==> src/rtl/alarm_controller.sv <==
// alarm_controller: alarm ring/snooze/stop sequencer; define ALARM_ZERO_IS_OFF_EN to treat alarm 00:00:00 as "no alarm"
module alarm_controller #(
  parameter int RING_TIMEOUT_S = 60,
  parameter int SNOOZE_S = 300,
  parameter int MAX_SNOOZES = 3,
  parameter int CNT_W = 16
) (
  input  logic        clk,
  input  logic        rst_n,
  input  logic        tick_1hz,
  input  logic [23:0] current_time,
  input  logic [23:0] intended_alarm,
  input  logic        alarm_enable,
  input  logic        setting_active,
  input  logic        snooze_pulse,
  input  logic        stop_pulse,
  output logic        buzzer,
  output logic        ringing,
  output logic        snoozing,
  output logic        missed,
  output logic [1:0]  snooze_left
);
  typedef enum logic [1:0] {IDLE, RING, SNOOZE, HOLD} state_t;
  localparam logic [1:0] SL_INIT = 2'((MAX_SNOOZES > 3) ? 3 : MAX_SNOOZES);
  localparam logic [CNT_W-1:0] RING_LAST = CNT_W'(RING_TIMEOUT_S - 1);
  localparam logic [CNT_W-1:0] SNOOZE_LAST = CNT_W'(SNOOZE_S - 1);
  state_t state, state_n;
  logic [CNT_W-1:0] sec_cnt, cnt_n;
  logic beep_phase, beep_n, missed_n, match, trigger, off;
  logic [1:0] sl_n;
  assign match = current_time == intended_alarm;
  assign off = setting_active | !alarm_enable;
`ifdef ALARM_ZERO_IS_OFF_EN
  assign trigger = !off & match & (|intended_alarm);
`else
  assign trigger = !off & match;
`endif
  always_comb begin
    state_n = state;
    cnt_n = sec_cnt;
    beep_n = beep_phase;
    sl_n = snooze_left;
    missed_n = missed & !stop_pulse;
    if (off) state_n = IDLE;
    else case (state)
      IDLE: if (trigger) begin
        state_n = RING;
        beep_n = 1'b1;
        sl_n = SL_INIT;
      end
      RING: if (stop_pulse) state_n = HOLD;
      else if (snooze_pulse) begin
        state_n = (snooze_left != 2'd0) ? SNOOZE : HOLD;
        sl_n = (snooze_left != 2'd0) ? snooze_left - 2'd1 : snooze_left;
      end else if (tick_1hz) begin
        if (sec_cnt == RING_LAST) begin
          state_n = HOLD;
          missed_n = 1'b1;
        end else begin
          cnt_n = sec_cnt + 1'b1;
          beep_n = !beep_phase;
        end
      end
      SNOOZE: if (stop_pulse) state_n = HOLD;
      else if (tick_1hz) begin
        if (sec_cnt == SNOOZE_LAST) begin
          state_n = RING;
          beep_n = 1'b1;
        end else cnt_n = sec_cnt + 1'b1;
      end
      HOLD: if (!match) state_n = IDLE;
      default: state_n = IDLE;
    endcase
    // every state change restarts the second counter, so it can never wrap
    if (state_n != state) cnt_n = '0;
  end
  always_ff @(posedge clk) begin
    if (!rst_n) begin
      state <= IDLE;
      sec_cnt <= '0;
      beep_phase <= 1'b0;
      snooze_left <= SL_INIT;
      missed <= 1'b0;
      buzzer <= 1'b0;
      ringing <= 1'b0;
      snoozing <= 1'b0;
    end else begin
      state <= state_n;
      sec_cnt <= cnt_n;
      beep_phase <= beep_n;
      snooze_left <= sl_n;
      missed <= missed_n;
      buzzer <= (state_n == RING) & beep_n;
      ringing <= state_n == RING;
      snoozing <= state_n == SNOOZE;
    end
  end
endmodule

==> config.mk <==
export PLATFORM = sky130hd
export DESIGN_NAME = alarm_controller
export DESIGN_NICKNAME = d
export VERILOG_FILES = /design/src/rtl/alarm_controller.sv
export SDC_FILE = /design/constraint.sdc
export NUM_CORES = 1
export LEC_CHECK = 0
export BUFFER_PORTS_ARGS = -buffer_cell sky130_fd_sc_hd__buf_2
export CAP_MARGIN = 25
export CORE_ASPECT_RATIO = 1.4
export CORE_UTILIZATION = 51
export CTS_BUF_LIST = sky130_fd_sc_hd__clkbuf_4
export DETAILED_ROUTE_END_ITERATION = 8
export PLACE_DENSITY = 0.82
export SLEW_MARGIN = 20
export SYNTH_ARGS = -nofsm -noshare
export SYNTH_HDL_FRONTEND = slang
export SYNTH_SLANG_ARGS = --single-unit
==> constraint.sdc <==
create_clock -name clk -period 2.9 [get_ports clk]
set_clock_uncertainty 0.2 [all_clocks]
set_input_delay 0.29 -clock clk [delete_from_list [all_inputs] [get_ports clk]]
set_output_delay 0.29 -clock clk [all_outputs]
set_load 0.02 [all_outputs]
After elaboration in Yosys (flattened, before gate mapping)
Cells that the tools add are included.
{"block": "word_totals", "regBits": 25, "latch_bits": 0, "ram_bits": 0, "mem_bits_ro": 0, "inputBits": 55, "output_inout_bits": 6, "word_cells": 87, "memories": 0}
{"block": "classes", "add_sub_neg": 2, "multipliers": 0, "div": 0, "magnitude_cmp": 0, "eq_ne": 19, "shift": 0, "n_mux": 41, "bitwise_logic": 6, "reduce_logical": 11}
{"cell": "16-bit two-way mux", "count": 7}
{"cell": "16-bit one-hot mux with 2 select lines", "count": 1}
{"cell": "2-bit two-way mux", "count": 14}
{"cell": "24-bit == test", "count": 1}
{"cell": "2-bit != test, second input constant", "count": 10}
{"cell": "16-bit by 1-bit adder with 16-bit output, second input constant", "count": 1}
{"cell": "16-bit by 6-bit == test with 1-bit output, second input constant", "count": 1}
{"cell": "16-bit by 9-bit == test with 1-bit output, second input constant", "count": 1}
{"cell": "1-bit two-way mux", "count": 16}
{"cell": "9-bit AND reduction", "count": 1}
{"cell": "2-bit one-hot mux with 4 select lines", "count": 1}
{"cell": "2-bit == test, second input constant", "count": 3}
{"cell": "6-bit AND reduction", "count": 1}
{"cell": "2-bit nonzero test", "count": 3}
{"cell": "2-bit by 1-bit == test with 1-bit output, second input constant", "count": 2}
{"cell": "1-bit logical NOT", "count": 4}
{"cell": "2-bit one-hot mux with 2 select lines", "count": 1}
{"cell": "1-bit AND", "count": 3}
{"cell": "1-bit one-hot mux with 3 select lines", "count": 1}
{"cell": "2-bit logical NOT", "count": 1}
{"cell": "2-bit != test", "count": 1}
{"cell": "1-bit NOT", "count": 2}
{"cell": "2-bit OR reduction", "count": 1}
{"cell": "2-bit by 1-bit subtractor with 2-bit output, second input constant", "count": 1}
{"cell": "1-bit bitwise OR", "count": 1}

Longest topological paths before layout
Gate-level depths: netlist (run 1).
{"block": "logic_depth", "ltp_word": 9, "depth_mapped": 9, "mapped_depth_nobuf": 8}

Worst setup path before layout (run 1)
OpenSTA, ideal clock, no wires.
{"block": "synth_timing", "path_kind": "reg-to-reg", "start": "reg sec_cnt[0]", "end": "reg sec_cnt[10]", "setup_time_ns": 0.132, "arrival_ns": 2.191, "t_required_ns": 2.568, "setup_slack_ns": 0.377, "path_stages_with_launch": 9, "n_path_buf": 1, "period_less_slack_ns": 2.523, "path_cell_list": "dfxtp_1 ha_1 or4b_4 nor4_4 a32oi_1 or3_1 o211ai_2 buf_6 nor3_1"}
{"block": "synth_via", "elab_chain_len": 9, "word_cells_on_any_way": 25, "classes_between": "add/sub: 1; eq/ne: 5; mux: 17; reduce/logical: 2"}
{"element": "start, declared", "line": "28", "rtl": "logic [CNT_W-1:0] sec_cnt, cnt_n;"}
{"element": "start signal, assigned", "line": "89", "rtl": "sec_cnt <= cnt_n;"}
{"element": "branches (longest 9 deep; another with 16-bit by 1-bit adder with 16-bit output)"}
Parallel ways; which one is timed is not known. The select of a mux whose other input is x is not followed.
A chain may end at the register's enable or synchronous reset.

Worst setup path in the final report (run 1)
{"block": "layout_timing", "start": "reg sec_cnt[0]", "end": "reg sec_cnt[2]"}
Same word-level chain as after synthesis.

==> run summary, run 1 <==
status = finished, final reports clean
Slew HR = 0.542
Total GRT Usage = 0.241
Clk pwr share = 0.278
most frequent cells in the layout = 60 x buf_2, 31 x xor2_1, 25 x dfxtp_1, 17 x nand2_1, 14 x nor3_1
Routed Antenna Nets = 0
switching share of power = 0.258
minimum hold slack = 0.0868 ns
Yosys cell types = 46
starting density of the core = 0.539
vias in the first global route = 1685
RSZ-0062 raised after global routing = false
Total Wirelength = 3990 um
minimum clock period = 2.67 ns
first-pass GRT wire length = 6650 um
maximum buffer depth of the clock tree = 2
WP data arrival = 2.72 ns
commonest non-fill, non-tap cell in the layout = buf_2
Leakage = 0.892 nW
Nets = 323
H-tree depth = 1
setup violators final = 0
Routed WL per cell = 13.1 um
synth-to-layout area growth = 22.8%
Synth Cell Area = 1700 um^2
R2R Path End = sec_cnt[2]$_SDFFE_PP0P_
Die X = 50.8 um
Post-Syn Area per Cell = 8.45 um^2
Synth Flop Type = dfxtp_1
hold path endpoint = state[1]$_SDFF_PN0_
post-synthesis sequential area ratio = 0.295
CP max FO = 5
DRC = 0
Switch Pwr = 154 uW
worst reg-to-reg path cell count = 7
largest net degree at the start of global routing = 17
# fillers = 279
post-synth net total = 258
CP Cell Sequence = ha_1 > or4b_4 > nor4b_4 > a21oi_1 > o21ai_0 > xnor2_1 > nor4b_1
total of warnings raised by yosys = 0
Clock transition at path regs = 0.15 ns
number of diodes = 0
Core Region = 3150 um^2
Post-synth EDFFs = 0
min-delay src = rst_n
Worst R2R Start = sec_cnt[0]$_SDFFE_PP0P_
share of layout cells above drive strength 1 = 0.291
mean number of vias per cell = 5.71
die area = 3570 um^2
DPL Wire Length = 3290 um
Worst R2R Setup Slack = 0.23 ns
Slew @ Worst Pin = 0.683 ns
CTS tree = yes
clock root buffer = clkbuf_4
Req. time, crit path = 2.95 ns
Post-Syn Instances = 201
maximum vdd drop = 0.000170 V
Detailed Routing Iterations Pass 1 = 4
gr ovfl total = 0
CP max stage delay = 0.51 ns
Setup crit end kind = flip-flop
Final Hold Viols = 0
max-cap violations = 0
Clk Latency, worst-skew pair = 0.33 ns
power density over the cells = 286 nW/um^2
Iter 0 DRT Violations = 42
IO Pins = 61
Setup crit start kind = flip-flop
Port Buf Inserts = 60
combinational share of power = 0.147
WS Path Type = flip-flop to flip-flop
row count = 24
number of CTS-inserted buffers = 3
Slew Viols, Final = 0
class of the worst hold path = input pin to flip-flop
internal power = 443 uW
Hold Crit Depth = 3
Die Y = 70.3 um
antenna violations before repair = 0
fmax = 0.375 GHz
hold_buf cts = 0
PostCTS Resize Cnt = 0
post-CTS setup repair buffer count = 0
Post-Route Setup TNS = 0 ns
Async SR Flop Fraction = 0
post-synthesis register bit count = 25
slowest stage cell on the critical path = or4b_4
Sequential Power Share = 0.575
placer congestion estimate = 0.930
period utilization = 0.920
DR vias = 1736
CTS Sinks = 25
## cells in the mapped netlist (2+ instances only)
cell type / count / area, um^2
a21oi_1: 6 / 30.0
nand2b_1: 2 / 12.5
o211ai_1: 2 / 15.0
a32oi_1: 3 / 26.3
a21boi_0: 2 / 15.0
and4_1: 2 / 17.5
and3_1: 6 / 37.5
xor2_1: 31 / 272
inv_1: 5 / 18.8
a211oi_1: 2 / 15.0
nand3_1: 4 / 20.0
or3_1: 2 / 12.5
xnor2_1: 7 / 61.3
nand2_1: 17 / 63.8
nor4_1: 9 / 56.3
nor4bb_1: 3 / 30.0
nor3b_1: 2 / 15.0
nor3_1: 14 / 70.1
o2111ai_1: 2 / 17.5
nor2_1: 11 / 41.3
and2_1: 4 / 25.0
nand4_1: 3 / 18.8
clkbuf_1: 3 / 11.3
dfxtp_1: 25 / 500
o21ai_0: 12 / 60.1
ha_1: 2 / 25.0
## layout make-up
cell class                 instances  area, um^2  area share
clock buffer                       3        22.5      0.0108
clock inverter                     1        5.00     0.00240
timing repair buffer              65         338       0.162
inverter                           5        18.8     0.00900
multi-input combinational        166        1150       0.552
tap                               39        48.8      0.0234
sequential                        25         500       0.240
## worst max-delay path: cells and delay by family, from the launching register on
kind            cells  cell delay [ns]
flops               1             0.39
fa+ha+maj           1             0.18
xor+xnor            1             0.17
compound gates      2             0.52
simple gates        3             1.12
## worst max path at each step
stage	from	endpoint	slack, ns	depth (start not counted)
6_report	sec_cnt[0]$_SDFFE_PP0P_	sec_cnt[2]$_SDFFE_PP0P_	0.23	7
5_1_grt	sec_cnt[0]$_SDFFE_PP0P_	snoozing$_SDFF_PN0_	0.03	6
4_1_cts	sec_cnt[1]$_SDFFE_PP0P_	sec_cnt[10]$_SDFFE_PP0P_	0.24	8
3_5_place_dp	sec_cnt[1]$_SDFFE_PP0P_	sec_cnt[4]$_SDFFE_PP0P_	0.27	8
3_3_place_gp	sec_cnt[0]$_SDFFE_PP0P_	sec_cnt[9]$_SDFFE_PP0P_	0.31	8
2_1_floorplan	sec_cnt[0]$_SDFFE_PP0P_	sec_cnt[10]$_SDFFE_PP0P_	0.38	8
## cells by family after synthesis
logic type	share of synthesized area
compound gates	0.146
xor+xnor	0.196
flops	0.295
mux	0.00589
simple gates	0.316
fa+ha+maj	0.0147
buf+inv	0.0272
## flip-flops by register name, indices dropped and copies added (netlist names)
register / cells
missed: 1
sec_cnt: 16
state: 2
snooze_left: 2
buzzer: 1
beep_phase: 1
ringing: 1
snoozing: 1
## layer usage
metal | GRT usage | up-vias | routed length [um]
li1 | - | 863 | -
met1 | 0.247 | 775 | 1490
met2 | 0.455 | 85 | 2110
met3 | 0.0392 | 13 | 272
met4 | 0.114 | 0 | 117
met5 | 0 | - | 0
## stage by stage
stage	area, um^2	setup WS [ns]	instances	util	total power [mW]
detailed placement	2060	0.273	300	0.653	0.439
global placement	2060	0.310	300	0.653	0.437
CTS	2090	0.241	304	0.662	0.599
global route	2090	0.0334	304	0.662	0.630
finish	2090	0.233	304	0.662	0.597
floorplan	1700	0.377	201	-	0.387
## power by group through the flow
stage | Sequential (mW) | Clock, mW | Combinational [mW]
detailed placement | 0.351 | 0 | 0.0878
floorplan | 0.351 | 0 | 0.0363
global placement | 0.351 | 0 | 0.0863
global route | 0.344 | 0.189 | 0.0969
CTS | 0.344 | 0.167 | 0.0882
finish | 0.344 | 0.166 | 0.0875
Power figures use the tool's default switching activity.
==> run 2, diff against run 1 <==
- PLACE_DENSITY: 0.82 -> 0.8
- SKIP_LAST_GASP: not set -> 1
==> run 2 against run 1 <==
First-iteration DRC count fell by 36%. Flip-flop and latch count stayed put. Sequential power barely moved. Cell count unchanged. Clock-buffer cell count did not move. Sequential share of layout area about the same. Register-to-register slack about the same. Routed wire length decreased by 0.10%.
==> run summary, run 2 (synthesis results as in run 1) <==
antenna violations before repair = 0 (unchanged)
Core Region = 3150 um^2 (unchanged)
DR vias = 1723 (-0.75%)
Area after DPL = 2060 um^2 (unchanged)
final core utilization = 0.662 (+0.000794)
PostCTS Resize Cnt = 0 (unchanged)
Worst R2R Setup Slack = 0.23 ns (about the same)
DPL Wire Length = 3280 um (-0.23%)
Iter 0 DRT Violations = 27 (-36%)
row count = 24 (unchanged)
Regs by FF count = sec_cnt (16), snooze_left (2), state (2)
Total Wirelength = 3980 um (-0.10%)
min-delay src = rst_n
hold path endpoint = state[1]$_SDFF_PN0_
Port Buf Inserts = 60 (unchanged)
Slew HR = 0.526 (-0.0158)
DRC = 0 (unchanged)
R2R Path End = sec_cnt[13]$_SDFFE_PP0P_
GR met2 Demand/Resource = 0.464 (+0.00889)
first-pass GRT wire length = 6680 um (+0.42%)
most frequent cells in the layout = 60 x buf_2, 31 x xor2_1, 25 x dfxtp_1, 17 x nand2_1, 14 x nor3_1
mean number of vias per cell = 5.67 (-0.75%)
Slew @ Worst Pin = 0.706 ns (+0.0235 ns)
minimum clock period = 2.67 ns (+0.00568 ns)
hold_buf cts = 0 (unchanged)
class of the worst hold path = input pin to flip-flop
clock root buffer = clkbuf_4
worst reg-to-reg path cell count = 8 (+1)
die area = 3570 um^2 (unchanged)
Leakage = 0.889 nW (-0.28%)
met1 Resource Use GR = 0.243 (-0.00333)
CP max stage delay = 0.51 ns (about the same)
vias in the first global route = 1744 (+3.5%)
period utilization = 0.922 (+0.00196)
max reg flops = 16 (unchanged)
power density over the cells = 285 nW/um^2 (-0.47%)
RSZ-0062 raised after global routing = false
Slew Viols, Final = 0 (unchanged)
slowest stage cell on the critical path = or4b_4
Die X = 50.8 um (unchanged)
Biggest register = sec_cnt
Final Hold Viols = 0 (unchanged)
starting density of the core = 0.539 (unchanged)
CP Cell Sequence = ha_1 > or4b_4 > nor4_4 > a32oi_1 > or3_1 > o211ai_2 > buf_4 > nor3_1
Power Total = 595 uW (-0.35%)
post-CTS setup repair buffer count = 0 (unchanged)
fmax = 0.374 GHz (-0.21%)
met3 GRT Util = 0.0327 (-0.00654)
Routed WL per cell = 13.1 um (-0.10%)
Post-Route Setup TNS = 0 ns (unchanged)
maximum buffer depth of the clock tree = 2 (unchanged)
share of layout cells above drive strength 1 = 0.291 (unchanged)
Hold Crit Depth = 3 (unchanged)
gr ovfl total = 0 (unchanged)
WP data arrival = 2.67 ns (-0.05 ns)
number of diodes = 0 (unchanged)
CP max FO = 12 (+7)
number of CTS-inserted buffers = 3 (unchanged)
Detailed Routing Iterations Pass 1 = 6 (+2)
Worst R2R Start = sec_cnt[0]$_SDFFE_PP0P_
H-tree depth = 1 (unchanged)
status = finished, final reports clean
most used routing layer = met2
max-cap violations = 0 (unchanged)
Nets = 323 (unchanged)
maximum vdd drop = 0.000264 V (+56%)
minimum hold slack = 0.0579 ns (-0.0288 ns)
Clock transition at path regs = 0.15 ns (about the same)
commonest non-fill, non-tap cell in the layout = buf_2
CTS Sinks = 25 (unchanged)
WS Path Type = flip-flop to flip-flop
Die Y = 70.3 um (unchanged)
Setup crit end kind = flip-flop
CTS tree = yes
Total GRT Usage = 0.238 (-0.00287)
Routed Antenna Nets = 0 (unchanged)
setup violators final = 0 (unchanged)
Clk Latency, worst-skew pair = 0.33 ns (about the same)
synth-to-layout area growth = 22.9%
IO Pins = 61 (unchanged)
Setup crit start kind = flip-flop
largest net degree at the start of global routing = 16 (-1)
placer congestion estimate = 0.937 (+0.76%)
Req. time, crit path = 2.90 ns (-0.05 ns)
Finished Cell Area = 2090 um^2 (+0.12%)
==> run 2: worst max-delay path: cells and delay by family (launching register included) <==
family / cells / cell delay (ns)
AOI/OAI and AO/OA: 2 / 0.29
DFF: 1 / 0.38
and+or+nand+nor: 4 / 1.29
adders and majority gates: 1 / 0.19
buffers and inverters: 1 / 0.20
==> run 2: layout make-up <==
class                   count  area (um^2)
multi-input cells         166         1150
clock inverters             1         7.51
flip-flops and latches     25          500
clock buffers               3         22.5
well taps                  39         48.8
fillers                   298         1060
inverters                   5         18.8
repair buffers             65          338
==> run 2: worst max-delay path by stage <==
stage	startpoint	endpoint	slack [ns]	depth (start not counted)
after global placement	sec_cnt[0]$_SDFFE_PP0P_	sec_cnt[13]$_SDFFE_PP0P_	0.28	8
final	sec_cnt[0]$_SDFFE_PP0P_	sec_cnt[13]$_SDFFE_PP0P_	0.23	8
after detailed placement	sec_cnt[0]$_SDFFE_PP0P_	sec_cnt[13]$_SDFFE_PP0P_	0.22	8
after global routing	sec_cnt[0]$_SDFFE_PP0P_	sec_cnt[12]$_SDFFE_PP0P_	0.07	8
after floorplan	sec_cnt[0]$_SDFFE_PP0P_	sec_cnt[10]$_SDFFE_PP0P_	0.38	8
after CTS	sec_cnt[0]$_SDFFE_PP0P_	sec_cnt[13]$_SDFFE_PP0P_	0.21	8
==> run 2: metal layers <==
metal | vias to the layer above | share of wire | wire (um)
li1 | 861 | - | -
met1 | 798 | 0.40 | 1590
met2 | 57 | 0.54 | 2150
met3 | 7 | 0.044 | 175
met4 | 0 | 0.016 | 64
met5 | - | 0 | 0
==> run 2: where the power goes <==
part / switching [mW] / internal [mW] / leakage, nW / total [mW]
registers: 0.00000000130 / 0.344 / 0.201 / 0.344
logic: 0.0408 / 0.0475 / 0.674 / 0.0883
clock network: 0.110 / 0.0529 / 0.0139 / 0.163
total: 0.151 / 0.444 / 0.889 / 0.595
==> run 2: stage by stage <==
step	instances	setup slack [ns]
global placement	300	0.282
CTS	304	0.206
detailed placement	300	0.221
floorplan	201	0.377
finish	304	0.227
global route	304	0.0695
==> run 3, diff against run 2 <==
- CELL_PAD_IN_SITES_DETAIL_PLACEMENT: not set -> 1
- CELL_PAD_IN_SITES_GLOBAL_PLACEMENT: not set -> 1
- CORE_UTILIZATION: 51 -> 37
==> run 3 against run 2 <==
Power rose by 1.3%. Via count rose by 0.12%. Global-route usage fell by 2.1 points. Flip-flop and latch count did not move. Sequential power barely moved. Core utilization fell by 17 points. First-iteration DRC count rose by 44%. Highest routed layer unchanged.
==> run summary, run 3 (synthesis results as in run 1) <==
antenna violations before repair = 0 (unchanged)
area of the multi-input gates = 1150 um^2 (unchanged)
share of layout cells above drive strength 1 = 0.288 (-0.00269)
Clk Latency, worst-skew pair = 0.32 ns (about the same)
DR vias = 1725 (+0.12%)
CP delay by family, top = simple AND/OR/NAND/NOR gates
number of diodes = 0 (unchanged)
Setup crit end kind = flip-flop
CP max FO = 12 (unchanged)
Core Region = 4310 um^2 (+37%)
max-cap violations = 0 (unchanged)
most frequent cells in the layout = 60 x buf_2, 31 x xor2_1, 25 x dfxtp_1, 17 x nand2_1, 14 x nor3_1
Setup crit start kind = flip-flop
CTS tree = yes
final core utilization = 0.489 (-0.173)
fmax = 0.365 GHz (-2.4%)
IO Pins = 61 (unchanged)
minimum clock period = 2.74 ns (+0.0658 ns)
largest net degree at the start of global routing = 17 (+1)
row count = 28 (+17%)
mean number of vias per cell = 5.32 (-6.1%)
min-delay src = rst_n
number of CTS-inserted buffers = 3 (unchanged)
Leakage = 0.889 nW (about the same)
Iter 0 DRT Violations = 39 (+44%)
CTS Sinks = 25 (unchanged)
Routed WL per cell = 15.4 um (+18%)
DRC = 0 (unchanged)
clock root buffer = clkbuf_4
Hold Crit Depth = 2 (-1)
period utilization = 0.944 (+0.0227)
Total GRT Usage = 0.217 (-0.0213)
maximum buffer depth of the clock tree = 2 (unchanged)
Slew HR = 0.463 (-0.0637)
Nets = 322 (-0.31%)
vias in the first global route = 1784 (+2.3%)
minimum hold slack = 0.0827 ns (+0.0248 ns)
Post-Route Setup TNS = 0 ns (unchanged)
die area = 4870 um^2 (+36%)
setup violators final = 0 (unchanged)
CP max stage delay = 0.52 ns (about the same)
Die X = 59.3 um (+17%)
Reg area = 500 um^2 (unchanged)
WP data arrival = 2.76 ns (+0.09 ns)
slowest stage cell on the critical path = or4b_4
PostCTS Resize Cnt = 0 (unchanged)
hold path endpoint = snooze_left[0]$_SDFFE_PN1P_
H-tree depth = 1 (unchanged)
CP Cell Sequence = ha_1 > or4b_4 > nor4_4 > a32oi_1 > or3_1 > o211ai_2 > buf_4 > nor3_1
Worst R2R Start = sec_cnt[0]$_SDFFE_PP0P_
maximum vdd drop = 0.000137 V (-48%)
origin of the worst setup path = sec_cnt[0]$_SDFFE_PP0P_
Clock transition at path regs = 0.14 ns (about the same)
Die Y = 82.2 um (+17%)
RSZ-0062 raised after global routing = false
synth-to-layout area growth = 24.0%
Slew @ Worst Pin = 0.801 ns (+0.0950 ns)
Port Buf Inserts = 60 (unchanged)
Req. time, crit path = 2.92 ns (+0.02 ns)
Detailed Routing Iterations Pass 1 = 4 (-2)
Slew Viols, Final = 0 (unchanged)
Final Worst Setup Slack = 0.162 ns (-0.0658 ns)
Final Hold Viols = 0 (unchanged)
class of the worst hold path = input pin to flip-flop
R2R Path End = sec_cnt[10]$_SDFFE_PP0P_
Biggest register = sec_cnt
power density over the cells = 286 nW/um^2 (+0.43%)
status = finished, final reports clean
hold_buf cts = 0 (unchanged)
# fillers = 581 (+95%)
placer congestion estimate = 0.864 (-7.8%)
first-pass GRT wire length = 8020 um (+20%)
Routed Antenna Nets = 0 (unchanged)
Regs by FF count = sec_cnt (16), snooze_left (2), state (2)
DPL Wire Length = 4170 um (+27%)
gr ovfl total = 0 (unchanged)
commonest non-fill, non-tap cell in the layout = buf_2
WS Path Type = flip-flop to flip-flop
starting density of the core = 0.394 (-0.145)
post-CTS setup repair buffer count = 0 (unchanged)
pre-CTS WS = 0.161 ns (-0.0594 ns)
Worst R2R Setup Slack = 0.16 ns (-0.07 ns)
worst reg-to-reg path cell count = 8 (unchanged)
Total Wirelength = 4990 um (+25%)
crit path buf inv count = 1 (unchanged)
max reg flops = 16 (unchanged)
-- run 3: changes by cell type in the layout (fill, tap and decap cells not counted), sizes merged --
cell	before	now
clkinvlp	1	0
buf	65	64
clkbuf	3	4
-- run 3: worst max-delay path by stage --
stage | end | slack [ns] | cells after the start
after detailed placement | sec_cnt[13]$_SDFFE_PP0P_ | 0.16 | 8
final | sec_cnt[10]$_SDFFE_PP0P_ | 0.16 | 8
after global placement | sec_cnt[7]$_SDFFE_PP0P_ | 0.27 | 8
after global routing | sec_cnt[4]$_SDFFE_PP0P_ | 0.006 | 8
after floorplan | sec_cnt[10]$_SDFFE_PP0P_ | 0.38 | 8
after CTS | sec_cnt[6]$_SDFFE_PP0P_ | 0.15 | 8
-- run 3: per-stage QoR --
| stage | cells | cell area (um^2) | total power, mW |
|---|---|---|---|
| 2_1_floorplan | 201 | 1700 | 0.387 |
| 3_3_place_gp | 320 | 2080 | 0.438 |
| 3_5_place_dp | 320 | 2080 | 0.440 |
| 4_1_cts | 324 | 2110 | 0.613 |
| 5_1_grt | 324 | 2110 | 0.637 |
| 6_report | 324 | 2110 | 0.603 |
-- run 3: routing by layer --
metal / GRT usage / wire, um / up-vias
met2: 0.439 / 2820 / 54
met3: 0.0296 / 195 / 5
met5: 0 / 0 / -
met1: 0.226 / 1930 / 802
li1: - / - / 864
met4: 0.0524 / 48 / 0
-- run 3: cell type report --
type / instances / area share
multi-input cells: 166 / 0.547
flip-flops and latches: 25 / 0.238
repair buffers: 64 / 0.157
well taps: 60 / 0.0356
clock buffers: 4 / 0.0143
inverters: 5 / 0.00891
-- run 3: power breakdown --
group | internal, mW | switching [mW]
sequential | 0.344 | 0.00000000139
combinational | 0.0467 | 0.0420
clock | 0.0632 | 0.107
total | 0.453 | 0.149
